==> src/rtl/uart_tx_arbiter.sv <==
// Round-robin arbiter sharing one uart_tx among NUM_REQ byte producers, holding off a full
// frame after every start pulse. Define UART_ARB_LOCK_EN to let a requester keep the grant.
module uart_tx_arbiter #(
    parameter int CLOCK_FREQUENCY = 27000000,
    parameter int BAUD_RATE       = 115200,
    parameter int NUM_REQ         = 4,
    parameter int FRAME_CYCLES    = 12 * (CLOCK_FREQUENCY / BAUD_RATE)
) (
    input  logic                   clk,
    input  logic                   rst_n,
    input  logic [NUM_REQ-1:0]     req_valid,
    input  logic [8*NUM_REQ-1:0]   req_data,
    output logic [NUM_REQ-1:0]     req_ready,
    input  logic [NUM_REQ-1:0]     req_lock,
    output logic                   tx_start,
    output logic [7:0]             tx_data,
    output logic                   busy,
    output logic [2:0]             grant_id
);
    localparam int IDX_W = (NUM_REQ > 1) ? $clog2(NUM_REQ) : 1;
    localparam int CNT_W = $clog2(FRAME_CYCLES);
    localparam logic [CNT_W-1:0] CNT_LOAD = CNT_W'(FRAME_CYCLES - 1);
    localparam logic [CNT_W-1:0] CNT_LAST = CNT_W'(1);

    typedef enum logic [1:0] {S_IDLE, S_LAUNCH, S_WAIT} state_t;

    state_t             state_reg;
    logic [CNT_W-1:0]   cnt_reg;
    logic [IDX_W-1:0]   ptr_reg;
    logic [IDX_W-1:0]   grant_idx_reg;
    logic [7:0]         tx_data_reg;
    logic               tx_start_reg;
    logic               busy_reg;
    logic [IDX_W-1:0]   pick_idx;
    logic               pick_found;
    logic [NUM_REQ-1:0] eligible;
    logic [7:0]         data_arr [NUM_REQ];

    genvar gi;
    generate
        for (gi = 0; gi < NUM_REQ; gi++) begin : g_unpack
            assign data_arr[gi] = req_data[8*gi +: 8];
        end
    endgenerate

`ifdef UART_ARB_LOCK_EN
    // Lock is sampled when the hold-off ends; a dropped lock is seen one IDLE cycle later.
    logic lock_hold_reg;

    always_ff @(posedge clk or negedge rst_n) begin
        if (!rst_n) begin
            lock_hold_reg <= 1'b0;
        end else if (state_reg == S_WAIT && cnt_reg <= CNT_LAST) begin
            lock_hold_reg <= req_lock[grant_idx_reg];
        end else if (state_reg == S_IDLE && (pick_found || !req_lock[grant_idx_reg])) begin
            lock_hold_reg <= 1'b0;
        end
    end

    always_comb begin
        eligible = req_valid;
        if (lock_hold_reg) begin
            eligible = '0;
            eligible[grant_idx_reg] = req_valid[grant_idx_reg];
        end
    end
`else
    logic lock_unused;
    assign lock_unused = |req_lock;
    assign eligible    = req_valid;
`endif

    // Search starts just after the last grant, so the pointer wraps naturally.
    always_comb begin
        logic [IDX_W-1:0] cand;
        pick_found = 1'b0;
        pick_idx   = '0;
        cand       = '0;
        for (int k = 1; k <= NUM_REQ; k++) begin
            cand = IDX_W'((int'(ptr_reg) + k) % NUM_REQ);
            if (!pick_found && eligible[cand]) begin
                pick_found = 1'b1;
                pick_idx   = cand;
            end
        end
    end

    always_comb begin
        req_ready = '0;
        if (state_reg == S_IDLE && pick_found) begin
            req_ready[pick_idx] = 1'b1;
        end
    end

    // Reset lands in WAIT so a frame launched just before reset can still finish on the line.
    always_ff @(posedge clk or negedge rst_n) begin
        if (!rst_n) begin
            state_reg     <= S_WAIT;
            cnt_reg       <= CNT_LOAD;
            ptr_reg       <= IDX_W'(NUM_REQ - 1);
            grant_idx_reg <= '0;
            tx_data_reg   <= 8'h00;
            tx_start_reg  <= 1'b0;
            busy_reg      <= 1'b1;
        end else begin
            tx_start_reg <= 1'b0;
            case (state_reg)
                S_IDLE: begin
                    if (pick_found) begin
                        grant_idx_reg <= pick_idx;
                        ptr_reg       <= pick_idx;
                        tx_data_reg   <= data_arr[pick_idx];
                        tx_start_reg  <= 1'b1;
                        busy_reg      <= 1'b1;
                        state_reg     <= S_LAUNCH;
                    end
                end
                S_LAUNCH: begin
                    cnt_reg   <= CNT_LOAD;
                    state_reg <= S_WAIT;
                end
                S_WAIT: begin
                    if (cnt_reg <= CNT_LAST) begin
                        busy_reg  <= 1'b0;
                        state_reg <= S_IDLE;
                    end else begin
                        cnt_reg <= cnt_reg - CNT_LAST;
                    end
                end
                default: begin
                    state_reg <= S_IDLE;
                    busy_reg  <= 1'b0;
                end
            endcase
        end
    end

    assign tx_start = tx_start_reg;
    assign tx_data  = tx_data_reg;
    assign busy     = busy_reg;
    assign grant_id = 3'(grant_idx_reg);

endmodule

==> config.mk <==
export PLATFORM = sky130hd
export DESIGN_NAME = uart_tx_arbiter
export DESIGN_NICKNAME = d
export VERILOG_FILES = /design/src/rtl/uart_tx_arbiter.sv
export SDC_FILE = /design/constraint.sdc
export NUM_CORES = 1
export LEC_CHECK = 0
export ABC_AREA = 0
export BUFFER_PORTS_ARGS = -buffer_cell sky130_fd_sc_hd__buf_2
export CAP_MARGIN = 10
export CORE_ASPECT_RATIO = 0.7
export CORE_MARGIN = 1
export CORE_UTILIZATION = 54
export CTS_CLUSTER_DIAMETER = 30
export CTS_CLUSTER_SIZE = 12
export DETAILED_ROUTE_END_ITERATION = 10
export PLACE_DENSITY = 0.95
export SYNTH_ARGS = -nofsm -noshare
export SYNTH_HDL_FRONTEND = slang
export SYNTH_SLANG_ARGS = --single-unit
==> constraint.sdc <==
create_clock -name clk -period 3.7 [get_ports clk]
set_input_delay 0.37 -clock clk [delete_from_list [all_inputs] [get_ports clk]]
set_output_delay 0.37 -clock clk [all_outputs]
set_load 0.01 [all_outputs]
==> run metrics <==
outcome=finished clean; Synth cell types=44; routability congestion estimate=between 0.8 and 0.9; hold_buf cts=0; Die Ht=49.6 µm; FFs w/ async S/R, synth=100%; setup violators final=0; Core Footprint=0.00294 mm²; maxcap violations=0; Tmin final=between 2000 and 3000 ps; clock transition at the registers of the reported paths=90 ps; Hold Crit Class=input pin to async pin; Final nets=just under 300; vias=between 1500 and 2000; Mapped Area=roughly 0.0017 mm²; cell count after synthesis=roughly 200; CP Data Arrival Time=about 2200 ps; Seq cells post-synth=28; TritonCTS clock tree=built; Placement Cell Area=0.00203 mm²; Max IR drop VDD=around 430 µV; Num CTS Buffers=3; Finished Layout Cells=~280; Die W=70 µm; H-tree depth=1; WP data required=~3300 ps; CP endpoint kind=output pin; post-route design area=~0.0021 mm²; top_reg_cell synth=dfrtp_1; Hold Vio Cnt, Final=0; most common cell after layout, fill and taps aside=buf_2; P_leak=0.969 nW; Ys Warns=0; initial antenna violation count=0; Final Cycle Share=between 60 and 70%; setup TNS=0 ps; DR iter-0 viols=between 150 and 200; Avg Cell Area, Syn=8.83 µm²; layout cells sized above 1=between 30% and 40%; vias in the first global route=1487; Post-CTS Setup Inserts=0; Initial DRT Pass Iterations=4; post-route ant nets=0; max reg flops=12; critical path class=flip-flop to output pin; Critical Path Start=state_reg[0]$_DFFE_PN0P_; WL/cell=~15 µm; CTS Buffer Depth=2; die area=about 0.0035 mm²; DP HPWL=3290 µm; P&R area growth vs syn=20.1%; first-pass GRT wire length=~6900 µm; number of synthesized flops with an enable pin=0; Slew Limit Headroom=between 30% and 40%; worst hold slack=88.4 ps; Worst Skew=between 2 and 3 ps; Final Max Slew Viols=0; final WL=4290 µm; most frequent cells in the layout=buf_2, nand2_1, nand3_1; Max Fclk=~0.39 GHz; Num Clock Sinks=28; GR Util All Layers=around a quarter; Worst-Margin Slew=between 900 and 1000 ps; reg2reg setup slack=approximately 1400 ps; Rows=16; IO Port Bufs=between 50 and 60; CTS resizes=0; total gr overflow=0; Net Count, Synth=around 240; CTS root buf=clkbuf_8; Antenna Cells=0; Reg-to-Reg Start=ptr_reg[1]$_DFFE_PN1P_; RSZ-0062 raised after global routing=no; Vias/cell=slightly below 6; crit start category=flip-flop; starting density of the core=about three fifths; number of placed cells counting well taps=~280; PwrDens=approximately 700 mW/mm²; DRC viols=0; part of the Yosys area used for sequential elements=roughly 40%; Crit Path Max Fanout=17; filler instances=~230; largest net degree at the start of global routing=29; IO Pins=59; clk_lat worst skew=between 200 and 300 ps
worst paths after layout:
kind / to / depth (start not counted)
max: req_ready[1] / 8
min: cnt_reg[3]$_DFFE_PN0P_ / 1
max reg2reg: tx_data[4]$_DFFE_PN0P_ / 5
min reg2reg: grant_idx_reg[1]$_DFFE_PN0P_ / 2
max in group asynchronous: tx_data[0]$_DFFE_PN0P_ / 1
min in group clk: tx_data[5]$_DFFE_PN0P_ / 3
cell families (layout without fill, tap and decap cells):
group / Yosys count / after routing / share of synthesized area (%)
xor+xnor: 3 / 3 / 1.50
other cells: 1 / 1 / 0.215
mux: 18 / 18 / 10.9
simple gates: 92 / 92 / 25.4
fa+ha+maj: 2 / 2 / 1.43
compound gates: 33 / 33 / 14.2
flops: 28 / 28 / 41.0
buf+inv: 21 / 70 / 5.37
Yosys cell counts, types with 2 or more instances:
cell type	count	area, µm²
xor2_1	3	26.3
nand2_1	27	101
mux2i_1	10	100
dfstp_2	13	342
a31oi_1	3	18.8
nor2_1	20	75.1
clkbuf_1	6	22.5
ha_1	2	25.0
nor2b_1	2	12.5
or4_1	4	30.0
o31a_1	2	17.5
inv_1	10	37.5
dfrtp_1	15	375
nand3_1	22	110
o21bai_1	2	15.0
o211ai_1	10	75.1
nand2b_1	2	12.5
nor4_1	3	18.8
mux2_2	8	90.1
buf_2	3	15.0
nor3_1	5	25.0
o22a_1	2	17.5
a21oi_1	2	10.0
o21a_1	2	15.0
cell type report:
class | instances | area [µm²] | share of cell area (%)
sequential | 28 | 717 | 34.1
clock buffer | 3 | 41.3 | 1.97
timing repair buffer | 56 | 288 | 13.7
clock inverter | 1 | 30.0 | 1.43
multi-input combinational | 149 | 941 | 44.8
inverter | 10 | 37.5 | 1.79
tap | 36 | 45.0 | 2.15
routing by layer:
metal,GRT usage (%),vias up,wire [µm]
met2,42.1,49,2050
met5,0,-,0
li1,-,808,-
met1,35.3,792,1980
met4,8.67,0,87
met3,4.70,10,178
worst max-delay path, stage by stage, from the launching register on:
cell	delay (ps)
dfrtp_1	530
nor2_1	290
nand2_1	80
buf_4	200
inv_1	160
buf_4	240
nand2_1	160
nor2_1	120
buf_2	140
metrics by stage:
step / setup slack [ps] / total power [W] / utilization, %
3_3_place_gp: 1360 / 0.00120 / 68.9
3_5_place_dp: 1340 / 0.00124 / 68.9
2_1_floorplan: 1410 / 0.00100 / -
4_1_cts: 1140 / 0.00148 / 71.3
5_1_grt: 875 / 0.00159 / 71.3
6_report: 1130 / 0.00148 / 71.3
power by group:
group / switching (W) / total [W] / internal (W)
logic: 0.000407 / 0.000693 / 0.000287
clock network: 0.0000934 / 0.000238 / 0.000145
registers: 0.000111 / 0.000548 / 0.000437
total: 0.000611 / 0.00148 / 0.000869
(Power assumes the default switching activity.)
